`config.mk`:
```
export PLATFORM = sky130hd
export DESIGN_NAME = hazard_unit_mc
export DESIGN_NICKNAME = d
export VERILOG_FILES = /design/src/rtl/hazard_unit_mc.sv
export SDC_FILE = /design/constraint.sdc
export NUM_CORES = 1
export LEC_CHECK = 0
export ABC_AREA = 0
export BUFFER_PORTS_ARGS = -buffer_cell sky130_fd_sc_hd__buf_2
export CORE_AREA = 2 2 130 132
export CTS_CLUSTER_DIAMETER = 100
export DETAILED_ROUTE_END_ITERATION = 8
export DIE_AREA = 0 0 132 134
export GPL_ROUTABILITY_DRIVEN = 1
export PLACE_DENSITY = 0.67
export SLEW_MARGIN = 20
export SYNTH_ARGS = -nofsm -noshare
export SYNTH_HDL_FRONTEND = slang
export SYNTH_SLANG_ARGS = --single-unit
```
`constraint.sdc`:
```
create_clock -name clk -period 3.27 [get_ports clk]
set_input_delay 0.327 -clock clk [delete_from_list [all_inputs] [get_ports clk]]
set_output_delay 0.327 -clock clk [all_outputs]
set_load 0.02 [all_outputs]
```
`src/rtl/hazard_unit_mc.sv`:
```
// hazard_unit_mc: ID-stage forwarding, load-use and MDU scoreboard hazard unit with stall/flush counters
// Ports: id_* operand requests and register-file values; fwd_* per-stage producers (slice i = stage i,
// 0 youngest); is_jump flush request; mdu_* multi-cycle op tracking; final_rd1/2 forwarded operands;
// pipeline_stop/pipeline_flush pipeline control; mdu_busy scoreboard state; stall_cnt/flush_cnt saturating
// perf counters. rst_n is an asynchronous reset asserted high.
module hazard_unit_mc #(
    parameter int XLEN     = 32,
    parameter int REGW     = 5,
    parameter int NFWD     = 3,
    parameter int LOAD_RDY = 1,
    parameter int CNTW     = 32
) (
    input  logic                 clk,
    input  logic                 rst_n,
    input  logic [REGW-1:0]      id_rs1,
    input  logic [REGW-1:0]      id_rs2,
    input  logic                 id_use_rs1,
    input  logic                 id_use_rs2,
    input  logic [XLEN-1:0]      id_rd1,
    input  logic [XLEN-1:0]      id_rd2,
    input  logic [NFWD*REGW-1:0] fwd_wr,
    input  logic [NFWD-1:0]      fwd_we,
    input  logic [NFWD-1:0]      fwd_is_load,
    input  logic [NFWD*XLEN-1:0] fwd_wd,
    input  logic                 is_jump,
    input  logic                 mdu_start,
    input  logic [REGW-1:0]      mdu_rd,
    input  logic                 mdu_done,
    output logic [XLEN-1:0]      final_rd1,
    output logic [XLEN-1:0]      final_rd2,
    output logic                 pipeline_stop,
    output logic                 pipeline_flush,
    output logic                 mdu_busy,
    output logic [CNTW-1:0]      stall_cnt,
    output logic [CNTW-1:0]      flush_cnt
);
    logic            sb_valid;
    logic [REGW-1:0] sb_rd;
    logic            ld1, ld2, load_stall, mdu_stall;
    // Walk oldest to youngest so the youngest matching stage is the last writer and wins.
    always_comb begin
        final_rd1 = id_rd1;
        final_rd2 = id_rd2;
        ld1 = 1'b0;
        ld2 = 1'b0;
        for (int i = NFWD - 1; i >= 0; i--) begin
            if (fwd_we[i] && fwd_wr[i*REGW +: REGW] == id_rs1 && id_rs1 != '0 && id_use_rs1) begin
                final_rd1 = fwd_wd[i*XLEN +: XLEN];
                ld1 = fwd_is_load[i] && (i < LOAD_RDY);
            end
            if (fwd_we[i] && fwd_wr[i*REGW +: REGW] == id_rs2 && id_rs2 != '0 && id_use_rs2) begin
                final_rd2 = fwd_wd[i*XLEN +: XLEN];
                ld2 = fwd_is_load[i] && (i < LOAD_RDY);
            end
        end
    end
    assign load_stall = ld1 || ld2;
    // A second MDU op cannot issue while the first is still outstanding, unless it completes now.
    assign mdu_stall = (sb_valid && ((id_use_rs1 && id_rs1 == sb_rd) || (id_use_rs2 && id_rs2 == sb_rd)))
                    || (mdu_start && sb_valid && !mdu_done);
    assign pipeline_flush = is_jump && !rst_n;
    assign pipeline_stop  = (load_stall || mdu_stall) && !is_jump && !rst_n;
    assign mdu_busy       = sb_valid;
    always_ff @(posedge clk or posedge rst_n) begin
        if (rst_n) begin
            sb_valid  <= 1'b0;
            sb_rd     <= '0;
            stall_cnt <= '0;
            flush_cnt <= '0;
        end else begin
            if (mdu_start && !pipeline_stop && !pipeline_flush && mdu_rd != '0) begin
                sb_valid <= 1'b1;
                sb_rd    <= mdu_rd;
            end else if (mdu_done) begin
                sb_valid <= 1'b0;
            end
            if (pipeline_stop && stall_cnt != '1) stall_cnt <= stall_cnt + 1'b1;
            if (pipeline_flush && flush_cnt != '1) flush_cnt <= flush_cnt + 1'b1;
        end
    end
endmodule

```
==> out/qor_table.md <==
| Parameter | This run | Unit |
| --- | --- | --- |
| Run status | finished clean | - |
| Number of global-route vias before repair | 6090 | - |
| TritonCTS clock tree | done | - |
| GP Congestion | 0.849 | - |
| Overall via count from detail_route | 6501 | - |
| Count of unique library cells instantiated by Yosys | 40 | - |
| TritonCTS buffer count | 9 | - |
| Number of enable-type register cells in the synthesized netlist | 0 | - |
| Capture point of the critical path | final_rd1[22] | - |
| Number of port buffers | 331 | - |
| Nature of the critical path startpoint | primary input | - |
| Routed length on met3 | 1.76 | mm |
| Final cycle utilization of the critical path | 94.4 | % |
| Period minus WS final | 3090 | ps |
| Critical Path Source | id_rs1[4] | - |
| Vert. Die Dim | 134 | um |
| Final Hold Vio Count | 0 | - |
| #FFs+latches synth | 70 | - |
| Setup skew after layout | 8.90 | ps |
| Synthesized netlist net count | 943 | - |
| Switching power total | 883 | uW |
| Clock slew seen by the registers of the worst setup and hold paths | 60 | ps |
| Setup repair after global routing missed its margin | no | - |
| Length of the first detailed-routing pass in iterations | 5 | - |
| Timing-limited maximum frequency | 324 | MHz |
| Global router's overall resource usage | 22.4 | % |
| Initial Util | 35.6 | % |
| Switching power as a share of total power | 32.4 | % |
| Clock root buffer master | sky130_fd_sc_hd__clkbuf_16 | - |
| Number of core rows | 47 | - |
| Wire length of the first global-routing pass | 31.9 | mm |
| Count of pins over their slew limit | 0 | - |
| Simple-gate area share of the yosys netlist | 24.6 | % |
| Critical path depth in cells | 9 | - |
| Min Hold Slack | 227 | ps |
| Slew at the pin with the worst max-slew slack | 1100 | ps |
| Worst reg2reg endpoint | stall_cnt[25] | - |
| Global-route congestion overflow total | 0 | - |
| Syn. warnings | 0 | - |
| Crit path DAT | 2760 | ps |
| Number of nets still failing antenna checks after routing | 0 | - |
| Most common cell after layout, fill and taps aside | sky130_fd_sc_hd__buf_2 | - |
| Mean number of vias per cell | 5.05 | - |
| Share of flip-flops with an asynchronous set or reset | 100 | % |
| Share of cells above drive strength 1 | 37.0 | % |
| Origin of the critical flop-to-flop path | stall_cnt[15] | - |
| Highest net fanout along the worst path | 17 | - |
| Total cell area at the placement stage | 7740 | um^2 |
| Delay contributed by the slowest stage of the critical path | 910 | ps |
| Placed instance count | 1263 | - |
| Filler cells | 1649 | - |
| Critical path cell sequence | buf_2 -> xnor2_1 -> nand4_1 -> nor3_4 -> mux2i_1 -> nand2_1 -> o21ai_0 -> o21ai_0 -> buf_2 | - |
| WL met2 | 9.86 | mm |
| Synth Area in Compound Gates | 12.8 | % |
| Detailed-route DRC error count | 0 | - |
| Seq/Total Area, Yosys | 30.2 | % |
| CTS hold repair buffers | 0 | - |
| Worst vdd rail ir drop | 0.356 | mV |
| Main combinational cell family by area after synthesis | simple AND/OR/NAND/NOR gates | - |
| Half-perimeter wire length of the detailed placement result | 16.7 | mm |
| Worst-skew pair later-pin latency | 330 | ps |
| I/O pin cnt | 334 | - |
| Top flip-flop cell by instance count after synthesis | sky130_fd_sc_hd__dfrtp_1 | - |
| Clk sinks | 70 | - |
| Number of max-cap violations | 0 | - |
| Standard cell core area | 16300 | um^2 |
| Largest net degree at the start of global routing | 71 | - |
| CP Class | in2out | - |
| Syn avg cell area | 7.86 | um^2 |
| Maximum level of the CTS H-tree | 3 | - |
| Detail-routed net length per standard cell | 16.0 | um |
| Total power per unit cell area | 338 | nW/um^2 |
| Detailed-route wire length on metal 1 | 8.31 | mm |
| Die W | 132 | um |
| Final non-filler cell total | 1288 | - |
| Multiplexer share of the synthesized area | 12.6 | % |
| Clock network fraction of design power | 35.5 | % |
| Internal Power | 1840 | uW |
| Growth of design area from synthesis to finish | 39.0 | % |
| Sum of negative setup slack | 0 | ps |
| Adder-cell area share of the yosys netlist | 0.432 | % |
| Share of power burned in registers | 37.2 | % |
| Post-CTS Setup Repair Bufs | 0 | - |
| Total die area | 17700 | um^2 |
| Crit. End Element | output port | - |
| Summed instance area of the synthesized netlist | 5800 | um^2 |
| Synth Area in XOR/XNOR | 15.3 | % |
| Number of setup violations in the final report | 0 | - |
| Buffer depth of the longest clock path | 2 | - |
| Reg-to-reg slack, setup | 750 | ps |
| Worst min path class | in2reg | - |
| Crit path buffers/inverters | 2 | - |
| Routed WL | 20.7 | mm |
| Leak Pwr | 0.00379 | uW |
| Required time at the endpoint of the critical path | 2940 | ps |
| Top Family by Delay on Critical Path | simple AND/OR/NAND/NOR gates | - |
| Portion of total power attributed to combinational logic | 27.3 | % |
| Commonest cells after routing, fill and taps aside | sky130_fd_sc_hd__buf_2, sky130_fd_sc_hd__nand2_1, sky130_fd_sc_hd__o21ai_0 | - |
| Non-Filler Cell Area, Final | 8060 | um^2 |
| Highest routed metal layer | met5 | - |
| Number of resized instances in the post-cts repair step | 0 | - |
| Critical Path Slowest Stage Cell | sky130_fd_sc_hd__nor3_4 | - |
| Headroom to the max-slew limit | 26.4 | % |
| Count of routing violations after the opening detailed-route iteration | 351 | - |
| Logic depth of the worst register-to-register path | 8 | - |
| Cells after Synth | 738 | - |
| Initial antenna violation count | 13 | - |
| Post-layout nets | 1259 | - |
## final cells by class
type                    instances  area [um^2]  area share, %
inverters                       7         26.3          0.326
repair buffers                353         1850           22.9
flip-flops and latches         70         1750           21.7
well taps                     220          275           3.42
multi-input cells             613         3840           47.6
clock buffers                   9          225           2.79
clock inverters                 7         72.6          0.900
diodes                          9         22.5          0.279
## kinds of logic after synthesis
group | count (synthesis)
flip-flops | 70
buffers and inverters | 55
adder cells (fa/ha/maj) | 2
multiplexers | 72
AO/OA/AOI/OAI | 138
XOR/XNOR | 101
AND/OR/NAND/NOR | 300
## metrics by stage
step / util [%] / power, uW / worst slack (ps)
final: 49.5 / 2720 / 182
after global routing: 49.4 / 2870 / 29.2
after CTS: 49.3 / 2750 / 214
after detailed placement: 47.5 / 1780 / 229
after global placement: 47.5 / 1760 / 211
after floorplan: - / 1440 / 562
## registers in the layout, indices dropped and copies added, names as in the netlist
signal	cells
sb_rd	5
stall_cnt	32
flush_cnt	32
mdu_busy	1
## power groups by stage
stage | Combinational, uW | Sequential [uW] | Clock, uW
3_3_place_gp | 735 | 1030 | 0
3_5_place_dp | 749 | 1030 | 0
5_1_grt | 819 | 1030 | 1030
2_1_floorplan | 362 | 1080 | 0
4_1_cts | 750 | 1010 | 989
6_report | 744 | 1010 | 967
## how the worst min path moves through the flow
stage | startpoint | to | slack, ps | cells after the start
floorplan | mdu_rd[0] | sb_rd[0] | 460 | 1
global placement | flush_cnt[29] | flush_cnt[29] | 470 | 1
detailed placement | flush_cnt[29] | flush_cnt[29] | 470 | 1
CTS | mdu_rd[4] | sb_rd[4] | 220 | 2
global route | mdu_rd[0] | sb_rd[0] | 230 | 2
finish | mdu_rd[4] | sb_rd[4] | 230 | 2
## routing by layer
layer | vias up | global-route usage (%)
li1 | 3189 | -
met1 | 2986 | 27.6
met2 | 274 | 36.5
met3 | 46 | 6.54
met4 | 6 | 10.3
met5 | - | 0
## synthesized netlist by cell type (3+ instances only)
cell type	instances	area (um^2)
sky130_fd_sc_hd__buf_4	3	22.5
sky130_fd_sc_hd__o21ai_0	130	651
sky130_fd_sc_hd__nor2b_1	5	31.3
sky130_fd_sc_hd__mux2_1	5	56.3
sky130_fd_sc_hd__nand3_1	26	130
sky130_fd_sc_hd__mux2i_1	64	641
sky130_fd_sc_hd__nor2_1	25	93.8
sky130_fd_sc_hd__buf_2	11	55.1
sky130_fd_sc_hd__dfrtp_1	70	1750
sky130_fd_sc_hd__clkbuf_1	33	124
sky130_fd_sc_hd__nand4_1	29	181
sky130_fd_sc_hd__and2_1	3	18.8
sky130_fd_sc_hd__and4_1	6	52.6
sky130_fd_sc_hd__nor4_1	3	18.8
sky130_fd_sc_hd__and3_1	13	81.3
sky130_fd_sc_hd__nor3_1	9	45.0
sky130_fd_sc_hd__nand4b_1	4	35.0
sky130_fd_sc_hd__nand2_1	163	612
sky130_fd_sc_hd__xnor2_1	79	692
sky130_fd_sc_hd__xor2_1	22	193
sky130_fd_sc_hd__mux2_2	3	33.8
sky130_fd_sc_hd__inv_1	7	26.3
Power figures use the tool's default switching activity.
